File: config.mk
export PLATFORM = sky130hd
export DESIGN_NAME = cdma_gold_mc
export DESIGN_NICKNAME = d
export VERILOG_FILES = /design/src/rtl/cdma_gold_mc.sv
export SDC_FILE = /design/constraint.sdc
export NUM_CORES = 1
export LEC_CHECK = 0
export CAP_MARGIN = 25
export CORE_UTILIZATION = 30
export CTS_BUF_LIST = sky130_fd_sc_hd__clkbuf_2
export DETAILED_ROUTE_END_ITERATION = 10
export HOLD_SLACK_MARGIN = 0.03
export PLACE_DENSITY_LB_ADDON = 0.25
export SETUP_SLACK_MARGIN = 0.2
export SLEW_MARGIN = 5
export SYNTH_ARGS = -nofsm -noshare
export SYNTH_HDL_FRONTEND = slang
export SYNTH_SLANG_ARGS = --single-unit
File: constraint.sdc
create_clock -name clk_i -period 3.95 [get_ports clk_i]
set_clock_uncertainty 0.05 [all_clocks]
set_input_delay 0.395 -clock clk_i [delete_from_list [all_inputs] [get_ports clk_i]]
set_output_delay 0.395 -clock clk_i [all_outputs]
set_load 0.02 [all_outputs]
File: src/rtl/cdma_gold_mc.sv
// Multi-channel Gold-code CDMA transceiver: per-channel spreading from a shared
// generator A and per-channel generators B, plus a thresholded one-channel despreader.
module cdma_gold_mc #(
    parameter int unsigned       LFSR_W   = 5,
    parameter logic [LFSR_W-1:0] POLY_A   = 5'h12,
    parameter logic [LFSR_W-1:0] POLY_B   = 5'h1E,
    parameter int unsigned       N_CH     = 2,
    parameter int unsigned       CHIP_DIV = 4,
    parameter int unsigned       THRESH   = 24,
    localparam int unsigned      SUM_W    = $clog2(N_CH + 1) + 1,
    localparam int unsigned      SEL_W    = (N_CH > 1) ? $clog2(N_CH) : 1
) (
    input  logic                     clk_i,
    input  logic                     rst_i,
    input  logic [N_CH*LFSR_W-1:0]   seed_i,
    input  logic [N_CH-1:0]          tx_data_i,
    input  logic                     tx_valid_i,
    output logic                     tx_ready_o,
    output logic                     tx_underrun_o,
    output logic [N_CH-1:0]          chip_o,
    output logic [N_CH-1:0]          gold_o,
    output logic signed [SUM_W-1:0]  cdma_sum_o,
    input  logic                     rx_chip_i,
    input  logic [SEL_W-1:0]         rx_sel_i,
    output logic                     rx_bit_o,
    output logic                     rx_valid_o,
    output logic                     rx_err_o
);

    localparam int unsigned L     = (1 << LFSR_W) - 1;
    localparam int unsigned DIV_W = (CHIP_DIV > 1) ? $clog2(CHIP_DIV) : 1;
    localparam int unsigned M_W   = LFSR_W + 1;

    localparam logic [DIV_W-1:0]  DIV_LAST = DIV_W'(CHIP_DIV - 1);
    localparam logic [LFSR_W-1:0] IDX_LAST = LFSR_W'(L - 1);
    localparam logic [M_W-1:0]    M_HI     = M_W'(THRESH);
    localparam logic [M_W-1:0]    M_LO     = M_W'(L - THRESH);
    localparam logic [LFSR_W-1:0] ONES     = '1;

    logic [DIV_W-1:0]  div_cnt;
    logic [LFSR_W-1:0] chip_idx;
    logic              chip_stb;
    logic              bit_stb;

    logic [LFSR_W-1:0] a_q;
    logic [LFSR_W-1:0] b_q [N_CH];

    logic [N_CH-1:0]   hold_q;
    logic [N_CH-1:0]   active_q;
    logic              hold_full;
    logic              underrun_q;

    logic [SEL_W-1:0]  sel_q;
    logic [SEL_W-1:0]  sel_next;
    logic [31:0]       sel_ext;
    logic [M_W-1:0]    m_cnt;
    logic [M_W-1:0]    m_sum;
    logic              match;
    logic              rx_bit_q;
    logic              rx_valid_q;
    logic              rx_err_q;

    logic signed [SUM_W-1:0] sum_c;

    function automatic logic [LFSR_W-1:0] lfsr_step(input logic [LFSR_W-1:0] s,
                                                    input logic [LFSR_W-1:0] poly);
        return (s >> 1) ^ (s[0] ? poly : '0);
    endfunction

    assign chip_stb = (div_cnt == DIV_LAST);
    assign bit_stb  = chip_stb && (chip_idx == IDX_LAST);

    always_ff @(posedge clk_i or posedge rst_i) begin
        if (rst_i) begin
            div_cnt  <= '0;
            chip_idx <= '0;
        end else begin
            div_cnt <= chip_stb ? '0 : div_cnt + DIV_W'(1);
            if (chip_stb)
                chip_idx <= bit_stb ? '0 : chip_idx + LFSR_W'(1);
        end
    end

    // Every bit restarts all generators at code phase 0; new seeds land only here.
    always_ff @(posedge clk_i or posedge rst_i) begin
        if (rst_i) begin
            a_q <= ONES;
            for (int i = 0; i < N_CH; i++)
                b_q[i] <= ONES;
        end else if (chip_stb) begin
            a_q <= bit_stb ? ONES : lfsr_step(a_q, POLY_A);
            for (int i = 0; i < N_CH; i++)
                b_q[i] <= bit_stb ? seed_i[i*LFSR_W +: LFSR_W] : lfsr_step(b_q[i], POLY_B);
        end
    end

    always_comb begin
        gold_o = '0;
        for (int i = 0; i < N_CH; i++)
            gold_o[i] = a_q[0] ^ b_q[i][0];
    end

    assign chip_o = active_q ^ gold_o;

    always_comb begin
        sum_c = '0;
        for (int i = 0; i < N_CH; i++)
            sum_c = chip_o[i] ? sum_c + SUM_W'(1) : sum_c - SUM_W'(1);
    end

    assign cdma_sum_o = sum_c;

    // An accept coinciding with an empty-buffer bit boundary still reports underrun.
    always_ff @(posedge clk_i or posedge rst_i) begin
        if (rst_i) begin
            hold_q     <= '0;
            active_q   <= '0;
            hold_full  <= 1'b0;
            underrun_q <= 1'b0;
        end else begin
            underrun_q <= 1'b0;
            if (bit_stb) begin
                if (hold_full) begin
                    active_q  <= hold_q;
                    hold_full <= 1'b0;
                end else begin
                    active_q   <= '0;
                    underrun_q <= 1'b1;
                end
            end
            if (tx_valid_i && !hold_full) begin
                hold_q    <= tx_data_i;
                hold_full <= 1'b1;
            end
        end
    end

    assign tx_ready_o    = ~hold_full;
    assign tx_underrun_o = underrun_q;

    assign sel_ext  = 32'(rx_sel_i);
    assign sel_next = (sel_ext < N_CH) ? rx_sel_i : '0;
    assign match    = ~(rx_chip_i ^ gold_o[sel_q]);
    assign m_sum    = m_cnt + M_W'(match);

    always_ff @(posedge clk_i or posedge rst_i) begin
        if (rst_i) begin
            sel_q      <= '0;
            m_cnt      <= '0;
            rx_bit_q   <= 1'b0;
            rx_valid_q <= 1'b0;
            rx_err_q   <= 1'b0;
        end else begin
            rx_valid_q <= 1'b0;
            if (bit_stb) begin
                rx_valid_q <= 1'b1;
                m_cnt      <= '0;
                sel_q      <= sel_next;
                if (m_sum >= M_HI) begin
                    rx_bit_q <= 1'b0;
                    rx_err_q <= 1'b0;
                end else if (m_sum <= M_LO) begin
                    rx_bit_q <= 1'b1;
                    rx_err_q <= 1'b0;
                end else begin
                    rx_bit_q <= 1'b0;
                    rx_err_q <= 1'b1;
                end
            end else if (chip_stb) begin
                m_cnt <= m_sum;
            end
        end
    end

    assign rx_bit_o   = rx_bit_q;
    assign rx_valid_o = rx_valid_q;
    assign rx_err_o   = rx_err_q;

endmodule

Word-level counts from Yosys, hierarchy flattened. Cells that the tools add are included.

Bits in registers: 38. Bits of input ports: 17. Output and inout port bits: 12. Logic and storage cells: 64.

Add/subtract/negate cells: 5. Magnitude comparators: 4. Equality and inequality tests: 2. Mux-type cells: 25. Bitwise operators: 9. Reduce and logical (&&, ||, !) cells: 5.

Operators with widths (number): 2-to-1 mux 5 bit (7); bitwise XOR 4 x 5 -> 5 bit (3); 2-to-1 mux 1 bit (12); 2-to-1 mux 6 bit (2); adder 6 x 1 -> 6 bit (1); >= comparator 6 x 5 -> 1 bit (second input constant) (1); <= comparator 6 x 3 -> 1 bit (second input constant) (1); 2-to-1 mux 3 bit (2); adder 5 x 1 -> 5 bit (second input constant) (1); == test 5 bit (second input constant) (1); < comparator 1 x 2 -> 1 bit (second input constant) (2); 2-to-1 mux 2 bit (2); nonzero test 2 bit (2); adder 3 x 2 -> 3 bit (second input constant) (1); subtractor 3 x 2 -> 3 bit (second input constant) (1); bitwise XOR 1 bit (3); adder 2 x 1 -> 2 bit (second input constant) (1); == test 2 bit (second input constant) (1); logical AND 1 bit (2); inverter 1 bit (2); bitwise XOR 2 bit (1); zero test 1 bit (1).

Depth between registers and ports, before layout. Gate-level depths: netlist (run 1).

Depth after elaboration: 9. Gate-level depth with buffers: 11. Depth with buffers taken out: 10.

Least setup slack after synthesis (run 1). Ideal clock, no wire load.

Kind: register to register. Start point: reg b_q[5] (netlist bit). End point: reg rx_err_q (netlist: rx_err_o). Library setup time: 0.092 ns. Arrival time: 2.469 ns. Required time: 3.808 ns. Slack: 1.339 ns. Stages on the path, launching flop included: 12. Clock period less this slack: 2.611 ns. Cell sequence: dfstp_2 buf_2 xor2_1 nor2_1 a21oi_1 xnor2_1 ha_1 ha_1 nand3_1 xnor2_1 xnor2_1 o31ai_2.

Word-level cells in the longest chain between the ends: 9.

RTL lines: start: declaration (RTL line 46) `logic [LFSR_W-1:0] b_q [N_CH];`; start signal: indexed assignment (RTL line 93) `b_q[i] <= bit_stb ? seed_i[i*LFSR_W +: LFSR_W] : lfsr_step(b_q[i], POLY_B);`; bitwise XOR 1 bit (*) (RTL line 100) `gold_o[i] = a_q[0] ^ b_q[i][0];`; net gold_o[0] (RTL line 21) `output logic [N_CH-1:0] gold_o,`; 2-to-1 mux 1 bit (not written as such) (*) (2 in series) (RTL line 143) `assign match = ~(rx_chip_i ^ gold_o[sel_q]);`; bitwise XOR 1 bit (*) (RTL line 143); inverter 1 bit (*) (RTL line 143); adder 6 x 1 -> 6 bit (*) (RTL line 144) `assign m_sum = m_cnt + M_W'(match);`; <= comparator 6 x 3 -> 1 bit (RTL line 162) `end else if (m_sum <= M_LO) begin`; 2-to-1 mux 1 bit (RTL line 162); 2-to-1 mux 1 bit (*) (RTL line 159) `if (m_sum >= M_HI) begin`; end signal: assignment (RTL line 161) `rx_err_q <= 1'b0;`; end signal: assignment (RTL line 164) `rx_err_q <= 1'b0;`; end signal: assignment (RTL line 167) `rx_err_q <= 1'b1;`; end: declaration (RTL line 61) `logic rx_err_q;`.

Mark *: on every way through the listed nets, which the timed path passes. The rest lies on a longest branch. The select of a mux whose other input is x is not followed. A chain may end at the register's enable or synchronous reset.

Worst setup path after layout (run 1).
Start point: reg b_q[5] (netlist bit). End point: out cdma_sum_o[1].

Word-level cells in the longest chain between the ends: 5.

RTL lines: bitwise XOR 1 bit (*) (RTL line 100); bitwise XOR 2 bit (*) (RTL line 103) `assign chip_o = active_q ^ gold_o;`; 2-to-1 mux 3 bit (*) (RTL line 108) `sum_c = chip_o[i] ? sum_c + SUM_W'(1) : sum_c - SUM_W'(1);`; subtractor 3 x 2 -> 3 bit or adder 3 x 2 -> 3 bit (tied branches) (RTL line 108); 2-to-1 mux 3 bit (*) (RTL line 108); end: declaration (RTL line 22) `output logic signed [SUM_W-1:0] cdma_sum_o,`.

Every way passes the cells marked *; elsewhere a longest branch is shown, timed or not.

==> results.json, run 1 <==
{
  "run_status": "finished, final reports clean",
  "cts_tree": "yes",
  "num_rows": 28,
  "syn_inst": 191,
  "antenna_cells": 0,
  "hold_buffers": 0,
  "num_vias": 1308,
  "path_cells": "xor2_1 -> xor2_1 -> inv_1 -> ha_1 -> inv_1 -> clkdlybuf4s50_1",
  "synth_top_area_share_pct": 30.5,
  "drt-total-wl_um": 3330,
  "wire_per_inst_um": 11.4,
  "synth_area_leaders": "dfrtp_1 (30%), dfstp_2 (21%), nand2_1 (6.4%)",
  "vias_per_cell": 4.48,
  "ios": 29,
  "place_hpwl_um": 2350,
  "required_ns": 3.50,
  "ant_nets": 0,
  "cp_max_fo": 6,
  "areaGrowthSynthToFinish_pct": 19.9,
  "fmax_mhz": 341,
  "syn_area_per_cell_um2": 9.89,
  "synth_xor_area_share_pct": 8.34,
  "critical_path.top_delay_family": "buffers and inverters",
  "worstMarginPinSlew_ns": 0.563,
  "synth_ff_type": "dfrtp_1",
  "antenna_found_initial": 0,
  "synth_edf_count": 0,
  "min_path_type": "in2async",
  "clk_latency_ns": 0.39,
  "cts_max_level": 2,
  "path_clk_slew_ns": 0.20,
  "drv_slew": 0,
  "cts_resized": 0,
  "ys_ff_latch": 38,
  "dieArea_um2": 6620,
  "rr_worst_depth": 10,
  "synth_nets": 215,
  "cts_max_path_buffers": 2,
  "period_share_pct": 74.3,
  "die_y_um": 81.4,
  "start_util_pct": 31.5,
  "worst_setup_path_start_kind": "flop",
  "cts-root-buf": "clkbuf_2",
  "hold_viol_final": 0,
  "track_usage_pct": 11.8,
  "cts_made_buffers": 5,
  "overflow": 0,
  "rsz0062_at_grt": "no",
  "grt_pass1_wl_um": 5850,
  "fin_setup_tns_ns": 0,
  "async_reset_ff_share_pct": 100,
  "syn_area_um2": 1890,
  "slowest_stage": "dfstp_2",
  "coreArea_um2": 5990,
  "synthMuxAreaShare_pct": 3.38,
  "relSlewSlack_pct": 62.4,
  "setup_viol": 0,
  "gp_congestion": 0.667,
  "leakagePower_nw": 0.977,
  "drt-initial-drc-count": 61,
  "ys_seq_area_share_pct": 51.3,
  "period_needed_ns": 2.93,
  "yosysWarningCount": 0,
  "critical_path_class": "reg2out",
  "max_cap_violations": 0,
  "crit_buf_inv": 3,
  "io_buffer_count": 27,
  "vdd_drop_max_mv": 0.228,
  "synth_fa_ha_area_share_pct": 4.64,
  "drc_errors": 0,
  "cts.sinks": 38,
  "cp-end-kind": "output port",
  "grt_max_degree": 43,
  "grt_pass1_vias": 1302,
  "power_density_nw_per_um2": 339,
  "drt_pre_antenna_iters": 6,
  "nets": 240,
  "synth_top_family_by_area": "simple AND/OR/NAND/NOR gates",
  "dieWidth_um": 81.4,
  "drive_gt1_share_pct": 15.2,
  "reg2reg_slack_ns": 1.49,
  "yosysUniqueCellTypes": 32,
  "synth-simple-area-share_pct": 18.6,
  "cp_slowest_stage_delay_ns": 0.65,
  "reg2reg_from": "b_q[5]",
  "post_cts_buffers": 0,
  "power_w": 0.000767,
  "synth-compound-area-share_pct": 7.28,
  "r2r_end": "rx_err_o",
  "critical_path_arrival_ns": 2.49,
  "yosysTopAreaCell": "dfrtp_1"
}
-- stage by stage --
step | hold WS [ns] | instance area (µm²) | cells | setup WS (ns) | utilization, %
3_5_place_dp | 0.379 | 2230 | 284 | 1.43 | 37.2
6_report | 0.261 | 2260 | 292 | 1.02 | 37.8
3_3_place_gp | 0.367 | 2200 | 283 | 1.47 | 36.7
2_1_floorplan | 0.353 | 1890 | 191 | 1.34 | -
5_1_grt | 0.298 | 2260 | 292 | 0.807 | 37.8
4_1_cts | 0.250 | 2260 | 292 | 0.936 | 37.8
-- layout by cell type (no fill, tap or decap), types with 2 or more instances in the layout --
master / count
a21oi_1: 3
clkbuf_2: 6
nand4_1: 2
ha_1: 7
nand2_1: 32
inv_1: 11
xnor2_1: 8
clkdlybuf4s50_1: 27
o21ai_0: 8
dfstp_2: 15
a31oi_1: 4
nand3_1: 17
nor2_1: 13
buf_4: 2
dfrtp_1: 23
mux2_2: 3
mux2i_1: 3
nand2b_1: 6
xor2_1: 10
nor2b_1: 3
o22ai_1: 2
-- logic make-up (layout without fill, tap and decap cells) --
| group | count (synthesis) | after routing |
|---|---|---|
| other | 1 | 1 |
| flip-flops | 38 | 38 |
| AO/OA/AOI/OAI | 22 | 22 |
| XOR/XNOR | 18 | 18 |
| adder cells (fa/ha/maj) | 7 | 7 |
| buffers and inverters | 24 | 50 |
| AND/OR/NAND/NOR | 75 | 75 |
| multiplexers | 6 | 6 |
-- sequential cells by signal (all words and copies together) (netlist names) --
register / count
rx_valid_o: 1
active_q: 2
chip_idx: 5
b_q: 10
rx_bit_o: 1
a_q: 5
div_cnt: 2
rx_err_o: 1
m_cnt: 6
sel_q: 1
tx_underrun_o: 1
hold_full: 1
hold_q: 2
-- Yosys cell counts, types with 3 or more instances --
library cell / instances
nand2_1: 32
dfrtp_1: 23
nand3_1: 17
dfstp_2: 15
nor2_1: 13
inv_1: 11
xor2_1: 10
o21ai_0: 8
xnor2_1: 8
ha_1: 7
nand2b_1: 6
a31oi_1: 4
buf_2: 4
a21oi_1: 3
buf_4: 3
clkbuf_1: 3
mux2_2: 3
mux2i_1: 3
nor2b_1: 3
-- metal layers --
layer	vias to the layer above	share of wire, %	track usage (%)
li1	670	-	-
met1	615	45	13.4
met2	16	50	20.3
met3	7	3.0	3.48
met4	0	1.8	5.36
met5	-	0	0
-- worst max-delay path by stage --
stage,startpoint,endpoint,slack (ns),cells past startpoint
after floorplan,b_q[5],rx_err_o,1.34,11
after global placement,b_q[5],cdma_sum_o[1],1.47,6
after detailed placement,b_q[5],cdma_sum_o[1],1.43,6
after CTS,b_q[5],cdma_sum_o[1],0.94,6
after global routing,b_q[5],cdma_sum_o[1],0.81,6
final,b_q[5],cdma_sum_o[1],1.02,6
-- report_power, final --
group	internal [W]	total (W)	switching (W)
registers	0.000428	0.000456	0.0000281
logic	0.0000736	0.000139	0.0000656
clock network	0.0000436	0.000173	0.000129
-- area by class of cell --
class / instances / area (µm²)
Sequential cell: 38 / 970
Timing Repair Buffer: 30 / 313
Multi-Input combinational cell: 129 / 802
Inverter: 12 / 47.5
Clock inverter: 2 / 8.76
Clock buffer: 6 / 30.0
Fill cell: 601 / 3730
Tap cell: 75 / 93.8
(Power assumes the default switching activity.)
==> run 2, diff against run 1 <==
==> constraint.sdc (replaced) <==
create_clock -name clk_i -period 2.4 [get_ports clk_i]
set_clock_uncertainty 0.05 [all_clocks]
set_input_delay 0.24 -clock clk_i [delete_from_list [all_inputs] [get_ports clk_i]]
set_output_delay 0.24 -clock clk_i [all_outputs]
set_load 0.02 [all_outputs]
==> results.json, run 2 (synthesis gave the netlist of run 1 again) <==
{
  "num_rows": 28,
  "leakagePower_nw": 1.07,
  "vias_per_cell": 4.50,
  "r2r_end": "rx_bit_o",
  "gp_congestion": 0.742,
  "critical_path_class": "reg2out",
  "period_needed_ns": 2.27,
  "fmax_mhz": 441,
  "ant_nets": 0,
  "layout_common_cells": "nand2_1 (32), dfrtp_1 (23), clkdlybuf4s50_1 (21)",
  "track_usage_pct": 12.7,
  "hold_viol_final": 0,
  "largest_reg_flops": 10,
  "drv_slew": 0,
  "power_w": 0.00147,
  "path_cells": "xor2_4 -> buf_4 -> xor2_2 -> inv_1 -> ha_1 -> inv_1 -> buf_4",
  "period_share_pct": 94.4,
  "cp_slowest_stage_delay_ns": 0.65,
  "wire_per_inst_um": 11.6,
  "cts_max_level": 2,
  "drc_errors": 0,
  "io_buffer_count": 27,
  "critical_path.top_delay_family": "flip-flops",
  "cts.sinks": 38,
  "reg2reg_from": "a_q[0]",
  "required_ns": 2.11,
  "cts_made_buffers": 5,
  "power_density_nw_per_um2": 608,
  "antenna_found_initial": 0,
  "drt-total-wl_um": 3440,
  "grt_pass1_wl_um": 6220,
  "max_cap_violations": 0,
  "worst_setup_path_start_kind": "flop",
  "cts_max_path_buffers": 2,
  "cp-end-kind": "output port",
  "top_register": "b_q",
  "cp_max_fo": 3,
  "reg2reg_slack_ns": 0.17,
  "start_util_pct": 31.5,
  "run_status": "finished, final reports clean",
  "clk_latency_ns": 0.40,
  "ios": 29,
  "coreArea_um2": 5990,
  "mostFrequentLayoutCell": "nand2_1",
  "antenna_cells": 0,
  "rsz0062_at_grt": "yes",
  "nets": 244,
  "grt_max_degree": 43,
  "setup_viol": 0,
  "critical_path_arrival_ns": 1.98,
  "path_clk_slew_ns": 0.22,
  "areaGrowthSynthToFinish_pct": 27.8,
  "num_vias": 1331,
  "place_hpwl_um": 2200,
  "overflow": 0,
  "dieWidth_um": 81.4,
  "die_y_um": 81.4,
  "utilization_pct": 40.3,
  "drt-initial-drc-count": 46,
  "min_path_type": "in2async",
  "dieArea_um2": 6620,
  "grt_pass1_vias": 1342,
  "cts-root-buf": "clkbuf_2",
  "slowest_stage": "dfstp_2",
  "reg.largest.list": "b_q: 10 flops, m_cnt: 6 flops",
  "cts_tree": "yes",
  "hold_buffers": 0,
  "vdd_drop_max_mv": 0.344,
  "drive_gt1_share_pct": 24.4,
  "drt_pre_antenna_iters": 4,
  "fillCellCount": 604,
  "rr_worst_depth": 10,
  "crit_buf_inv": 4
}
-- run 2: changes by cell type in the layout (fill, tap and decap cells not counted), sizes merged --
cell / before / now
bufinv: 0 / 1
buf: 3 / 9
clkdlybuf4s50: 27 / 21
clkbuf: 6 / 5
dlygate4sd2: 0 / 2
dlymetal6s2s: 0 / 2
-- run 2: cell type report --
cell class / instances / area, µm² / share of cell area [%]
timing repair buffer: 34 / 318 / 13.2
clock inverter: 3 / 40.0 / 1.66
clock buffer: 5 / 25.0 / 1.04
sequential: 38 / 970 / 40.2
multi-input combinational: 129 / 921 / 38.1
tap: 75 / 93.8 / 3.89
inverter: 12 / 47.5 / 1.97
-- run 2: worst reg2reg max path: cells and delay by family, from the launching register on --
| kind | cells | cell delay (ns) |
|---|---|---|
| and+or+nand+nor | 3 | 0.22 |
| xor gates and xnor gates | 3 | 0.52 |
| AOI/OAI and AO/OA | 2 | 0.37 |
| adders and majority gates | 2 | 0.36 |
| DFF | 1 | 0.65 |
-- run 2: per-stage QoR --
stage | instance area (µm²) | hold slack [ns] | worst slack [ns] | std cells | setup TNS, ns
floorplan | 1950 | 0.295 | 0.0948 | 191 | 0
finish | 2410 | 0.165 | 0.134 | 296 | 0
detailed placement | 2260 | 0.379 | 0.0845 | 285 | 0
global route | 2410 | 0.183 | -0.00417 | 296 | -0.00417
global placement | 2260 | 0.372 | 0.136 | 285 | 0
CTS | 2330 | 0.163 | 0.0295 | 294 | 0
-- run 2: worst max path at each step --
stage	startpoint	endpoint	slack (ns)	depth (start not counted)
2_1_floorplan	a_q[0]	rx_err_o	0.09	11
3_3_place_gp	a_q[0]	rx_err_o	0.14	9
3_5_place_dp	a_q[0]	rx_err_o	0.08	9
4_1_cts	a_q[0]	cdma_sum_o[1]	0.03	6
5_1_grt	a_q[0]	cdma_sum_o[1]	-0.004	7
6_report	a_q[0]	cdma_sum_o[1]	0.13	7
-- run 2: repair_timing --
item	CTS	global route
endpoints found under the setup margin	8	9
setup buffers	1	2
pin swaps	2	10
gates resized for setup	10	14
-- run 2: routing by layer --
metal,track usage [%],up-vias,routed length (µm)
met5,0,-,0
met3,4.83,2,163
li1,-,673,-
met2,19.0,23,1440
met4,4.29,0,29
met1,16.6,633,1810
-- run 2: power by group --
part	switching [W]	total, W	internal [W]
clock	0.000220	0.000393	0.000173
combinational	0.000136	0.000307	0.000171
sequential	0.0000637	0.000767	0.000704
==> run 3, diff against run 2 <==
--- a/config.mk
+++ b/config.mk
@@ -9,7 +9,7 @@
 export CORE_UTILIZATION = 30
 export CTS_BUF_LIST = sky130_fd_sc_hd__clkbuf_2
 export DETAILED_ROUTE_END_ITERATION = 10
-export HOLD_SLACK_MARGIN = 0.03
+export HOLD_SLACK_MARGIN = 0.08
 export PLACE_DENSITY_LB_ADDON = 0.25
 export SETUP_SLACK_MARGIN = 0.2
 export SLEW_MARGIN = 5
==> results of run 3 <==
The final DEF is identical to that of run 2; final timing and power are the same.
